--- config.mk ---
export PLATFORM = sky130hd
export DESIGN_NAME = uart_tx
export DESIGN_NICKNAME = d
export VERILOG_FILES = /design/src/rtl/uart_pkg.sv /design/src/rtl/uart_tx.sv
export SDC_FILE = /design/constraint.sdc
export NUM_CORES = 1
export LEC_CHECK = 0
export BUFFER_PORTS_ARGS = -buffer_cell sky130_fd_sc_hd__buf_2
export CAP_MARGIN = 25
export CORE_ASPECT_RATIO = 0.6
export CORE_MARGIN = 1
export CORE_UTILIZATION = 30
export CTS_BUF_LIST = sky130_fd_sc_hd__clkbuf_2 sky130_fd_sc_hd__clkbuf_4 sky130_fd_sc_hd__clkbuf_8
export DETAILED_ROUTE_END_ITERATION = 12
export MAX_ROUTING_LAYER = met4
export SYNTH_ARGS = -nofsm -noshare
export SYNTH_HDL_FRONTEND = slang
export SYNTH_SLANG_ARGS = --single-unit
--- constraint.sdc ---
create_clock -name clk -period 4.3 [get_ports clk]
set_input_delay 0.86 -clock clk [delete_from_list [all_inputs] [get_ports clk]]
set_output_delay 0.86 -clock clk [all_outputs]
set_load 0.01 [all_outputs]
--- src/rtl/uart_pkg.sv ---
// ----------------------------------------------------------------------------
// uart_pkg
//   Shared UART definitions: transmitter FSM state type, default oversample
//   ratio and the character-format configuration struct (also used by the
//   receiver side).
// ----------------------------------------------------------------------------
package uart_pkg;

   localparam int unsigned OVERSAMPLE_DEFAULT = 16;

   typedef enum logic [2:0] {
      IDLE   = 3'd0,
      START  = 3'd1,
      DATA   = 3'd2,
      PARITY = 3'd3,
      STOP   = 3'd4
   } tx_state_t;

   // Character format, captured once per frame.
   typedef struct packed {
      logic data7;       // 1 = 7 data bits
      logic parity_en;   // insert parity bit
      logic parity_odd;  // 1 = odd parity
      logic stop2;       // 1 = two stop bits
   } uart_cfg_t;

endpackage

--- src/rtl/uart_tx.sv ---
// ----------------------------------------------------------------------------
// uart_tx
//   Serialises bytes popped from the TX FIFO onto txd, timed by the
//   oversampled b_tick strobe. Frame: start, 7/8 data bits LSB first,
//   optional even/odd parity, 1/2 stop bits.
//
// Ports
//   clk        in   system clock
//   a_reset    in   asynchronous active-high reset
//   b_tick     in   baud strobe, OVERSAMPLE pulses per bit
//   tx_data    in   character to send (bit 0 first)
//   tx_valid   in   FIFO not empty
//   tx_ready   out  transmitter idle; acts as FIFO pop
//   data7      in   1 = 7 data bits
//   parity_en  in   insert parity bit
//   parity_odd in   1 = odd parity
//   stop2      in   1 = two stop bits
//   txd        out  serial line, idle high, registered
//   tx_busy    out  frame in progress
//   tx_done    out  one-cycle pulse at end of last stop bit
// ----------------------------------------------------------------------------
module uart_tx
   import uart_pkg::*;
#(
   parameter int unsigned OVERSAMPLE = OVERSAMPLE_DEFAULT
) (
   input  logic       clk,
   input  logic       a_reset,
   input  logic       b_tick,
   input  logic [7:0] tx_data,
   input  logic       tx_valid,
   output logic       tx_ready,
   input  logic       data7,
   input  logic       parity_en,
   input  logic       parity_odd,
   input  logic       stop2,
   output logic       txd,
   output logic       tx_busy,
   output logic       tx_done
);

   localparam int unsigned TW = (OVERSAMPLE > 2) ? $clog2(OVERSAMPLE) : 1;
   localparam logic [TW-1:0] TICK_LAST = TW'(OVERSAMPLE - 1);

   tx_state_t       r_state;
   logic [TW-1:0]   r_tick_cnt;
   logic [2:0]      r_bit_cnt;
   logic [7:0]      r_shift;
   logic            r_parity;
   uart_cfg_t       r_cfg;
   logic            r_txd;
   logic            r_done;

   logic            w_bit_end;
   logic            w_last_data;

   assign w_bit_end   = b_tick && (r_tick_cnt == TICK_LAST);
   assign w_last_data = (r_bit_cnt == (r_cfg.data7 ? 3'd6 : 3'd7));

   assign tx_ready = (r_state == IDLE);
   assign tx_busy  = (r_state != IDLE);
   assign txd      = r_txd;
   assign tx_done  = r_done;

   // txd is registered, so each state computes the level of the *next* bit
   // at the bit boundary. The shift register and running parity are
   // advanced as each data bit is driven, so parity covers only sent bits.
   always_ff @(posedge clk or posedge a_reset) begin
      if (a_reset) begin
         r_state    <= IDLE;
         r_tick_cnt <= '0;
         r_bit_cnt  <= '0;
         r_shift    <= '0;
         r_parity   <= 1'b0;
         r_cfg      <= '0;
         r_txd      <= 1'b1;
         r_done     <= 1'b0;
      end else begin
         r_done <= 1'b0;
         if (r_state == IDLE) begin
            if (tx_valid) begin
               r_shift          <= tx_data;
               r_cfg.data7      <= data7;
               r_cfg.parity_en  <= parity_en;
               r_cfg.parity_odd <= parity_odd;
               r_cfg.stop2      <= stop2;
               r_tick_cnt       <= '0;
               r_bit_cnt        <= '0;
               r_parity         <= 1'b0;
               r_txd            <= 1'b0;
               r_state          <= START;
            end
         end else if (b_tick) begin
            r_tick_cnt <= w_bit_end ? '0 : r_tick_cnt + 1'b1;
            if (w_bit_end) begin
               case (r_state)
                  START: begin
                     r_txd     <= r_shift[0];
                     r_parity  <= r_parity ^ r_shift[0];
                     r_shift   <= {1'b0, r_shift[7:1]};
                     r_bit_cnt <= '0;
                     r_state   <= DATA;
                  end
                  DATA: begin
                     if (w_last_data) begin
                        r_bit_cnt <= '0;
                        if (r_cfg.parity_en) begin
                           r_txd   <= r_parity ^ r_cfg.parity_odd;
                           r_state <= PARITY;
                        end else begin
                           r_txd   <= 1'b1;
                           r_state <= STOP;
                        end
                     end else begin
                        r_txd     <= r_shift[0];
                        r_parity  <= r_parity ^ r_shift[0];
                        r_shift   <= {1'b0, r_shift[7:1]};
                        r_bit_cnt <= r_bit_cnt + 3'd1;
                     end
                  end
                  PARITY: begin
                     r_txd     <= 1'b1;
                     r_bit_cnt <= '0;
                     r_state   <= STOP;
                  end
                  STOP: begin
                     // bit counter reused to count the second stop bit
                     if (r_cfg.stop2 && (r_bit_cnt == 3'd0)) begin
                        r_bit_cnt <= 3'd1;
                     end else begin
                        r_done  <= 1'b1;
                        r_state <= IDLE;
                     end
                  end
                  default: begin
                     r_txd   <= 1'b1;
                     r_state <= IDLE;
                  end
               endcase
            end
         end
      end
   end

endmodule

==> results.txt <==
Crit path time final -> 2.62 ns
Mean post-synth cell area -> 9.57 um2
Vias per cell -> 4.89
Share of cells above drive strength 1 -> 25.3%
Post-DP Area -> 0.00156 mm2
# H-tree levels -> 1
Final slew viol count -> 0
Layout net count -> 186
Starting DRT DRC Count -> 79
Clk_skew -> 0.00230 ns
CTS tree -> yes
Antenna diode count -> 0
Drt pass-1 iters -> 4
Cell area power density -> 504 mW/mm2
Num rows -> 18
Fmax -> 382 MHz
Setup TNS -> 0 ns
Area contributors post-synth -> dfrtp_1, mux2_2, nand2_1, o21ai_0, ha_1
Die span in x -> 90.4 um
GRT Total Usage -> 13.5%
Total number of vias -> 1106
Crit path max fanout -> 14
Reg clk slew, reported paths -> 0.10 ns
Clk_lat worst skew -> 0.28 ns
Final period utilization -> 60.9%
Hold/Removal Path Class -> in2async
RSZ-0062 raised after global routing -> no
I/O Pins -> 20
Port bufs -> 19
Post-Route WL -> 2.90 mm
Max cap viols -> 0
Antenna violations before repair -> 0
Root Driver -> clkbuf_8
Worst setup SP type -> flop
First-pass GRT wire length -> 4.94 mm
Core Footprint -> 0.00430 mm2
Post-cts resize count -> 0
Most frequent cells in the layout -> nand2_1, dfrtp_1, buf_2, mux2_2, o21ai_0
DPL Wire Length -> 2.09 mm
Global route overflow -> 0
Full die area -> 0.00497 mm2
Hold-fix buffers, CTS -> 0
Footprint of the multi-input gates -> 728 um2
Final-report setup violation count -> 0
Worst endpoint data arrival time -> 1.76 ns
Synth-to-Final Area Change -> 16.3%
Design area -> 0.00164 mm2
Place WS -> 1.76 ns
Filler cell count -> 437
VDD IR max -> 0.191 mV
Most common cell after layout, fill and taps aside -> nand2_1
Vias in the first global route -> 1014
Run status -> finished clean
Crit Path Class -> reg2out
Final hold viol count -> 0
Die height -> 55.0 um
Clock Tree Buf Depth -> 2
Max_slew headroom -> 66.3%
Synth Cell Area -> 0.00141 mm2
Reg area -> 627 um2
Post-synthesis sequential area ratio -> 44.6%
DRC -> 0
Actual slew at the worst max-slew pin -> 0.501 ns
CTS Sinks -> 25
Cells after Synth -> 147
Pin count of the biggest net entering global routing -> 26
Pwr Total -> 824 uW
Synth warn -> 0
Cell accounting for the most synthesized area -> dfrtp_1
Avg WL per Cell -> 12.8 um
LEAKAGE -> 0.000736 uW
Post-route setup slack -> 1.68 ns
Final antenna-violating net count -> 0
Crit. End Element -> output pin
GPL Wtd Cong -> 0.815
Area share of the largest cell type after synthesis -> 42.7%
Initial core utilization -> 32.7%
Setup Fix Bufs, Post-CTS -> 0
Inserted Clock Buffers -> 3
Synth cell types -> 40
Synth Net Count -> 166
CP Data Required Time -> 3.44 ns
Seq cells post-synth -> 25
## synthesized netlist by cell type
| cell | instances |
|---|---|
| o31a_1 | 1 |
| o311ai_0 | 1 |
| ha_1 | 3 |
| and3_1 | 1 |
| a221o_1 | 1 |
| nor3_2 | 1 |
| nand3_1 | 4 |
| nor3_1 | 2 |
| inv_1 | 6 |
| a21oi_1 | 4 |
| dfstp_2 | 1 |
| o2bb2ai_1 | 1 |
| nor2_1 | 7 |
| mux2_2 | 11 |
| or4b_1 | 1 |
| nand4_1 | 2 |
| mux2i_1 | 3 |
| nor2b_1 | 1 |
| and4_1 | 1 |
| clkinv_1 | 1 |
| clkbuf_1 | 4 |
| o31ai_1 | 2 |
| a21boi_0 | 1 |
| a31oi_1 | 2 |
| a22o_1 | 3 |
| or3b_2 | 2 |
| o21a_1 | 1 |
| o21bai_1 | 2 |
| nand3b_1 | 2 |
| o32ai_1 | 1 |
| dfrtp_1 | 24 |
| or2_2 | 1 |
| nand2_1 | 29 |
| a22oi_4 | 1 |
| mux2_1 | 1 |
| buf_2 | 2 |
| o211ai_1 | 3 |
| xnor2_1 | 2 |
| a211oi_1 | 1 |
| o21ai_0 | 10 |
## critical path, stage by stage, from the launching register on
cell and delay, ns:
dfrtp_1 0.54, nor3_2 0.22, buf_4 0.21, clkinv_1 0.27, buf_2 0.24
## routing by layer
metal / up-vias / part of all wire (%) / GRT usage [%]
met4: 0 / 0.41 / 2.42
met2: 30 / 36 / 19.2
li1: 563 / - / -
met1: 510 / 58 / 19.3
met3: 3 / 5.2 / 3.69
met5: - / 0 / -
## stage by stage
stage          hold slack (ns)  std cells  utilization [%]
2_1_floorplan            0.470        147                -
3_3_place_gp             0.493        221             36.2
3_5_place_dp             0.495        221             36.2
4_1_cts                  0.520        225             37.4
5_1_grt                  0.451        226             38.0
6_report                 0.462        226             38.0
## registers in the layout (all words and copies together) (netlist names)
signal      cells
r_bit_cnt       3
r_cfg           4
r_parity        1
r_shift         8
r_state         3
r_tick_cnt      4
tx_done         1
txd             1
## cell type report
cell class | instances | share of cell area, %
Sequential cell | 25 | 38.3
Multi-Input combinational cell | 109 | 44.5
Inverter | 7 | 1.61
Clock buffer | 3 | 2.52
Tap cell | 60 | 4.59
Clock inverter | 1 | 0.459
Timing Repair Buffer | 21 | 7.96
## final timing paths
path	cells after the start	end	from	slack [ns]
min in group clk	1	r_shift[1]	r_shift[1]	0.51
max	4	tx_busy	r_state[2]	1.68
max in group asynchronous	3	txd	a_reset	3.39
max reg2reg	3	r_shift[5]	r_state[2]	2.07
min reg2reg	1	r_shift[1]	r_shift[1]	0.51
min	2	r_cfg[2]	a_reset	0.46
## report_power, final
| group | switching [uW] | total, uW | internal [uW] |
|---|---|---|---|
| logic | 129 | 262 | 133 |
| clock network | 84.1 | 150 | 65.9 |
| registers | 92.1 | 412 | 320 |
## cells by family after synthesis
group | count (synthesis) | synth area share, %
flops | 25 | 44.6
simple gates | 54 | 18.3
buf+inv | 13 | 3.65
mux | 15 | 11.7
compound gates | 35 | 17.8
xor+xnor | 2 | 1.25
fa+ha+maj | 3 | 2.67
Note: power is estimated with default switching activity, not from simulation.
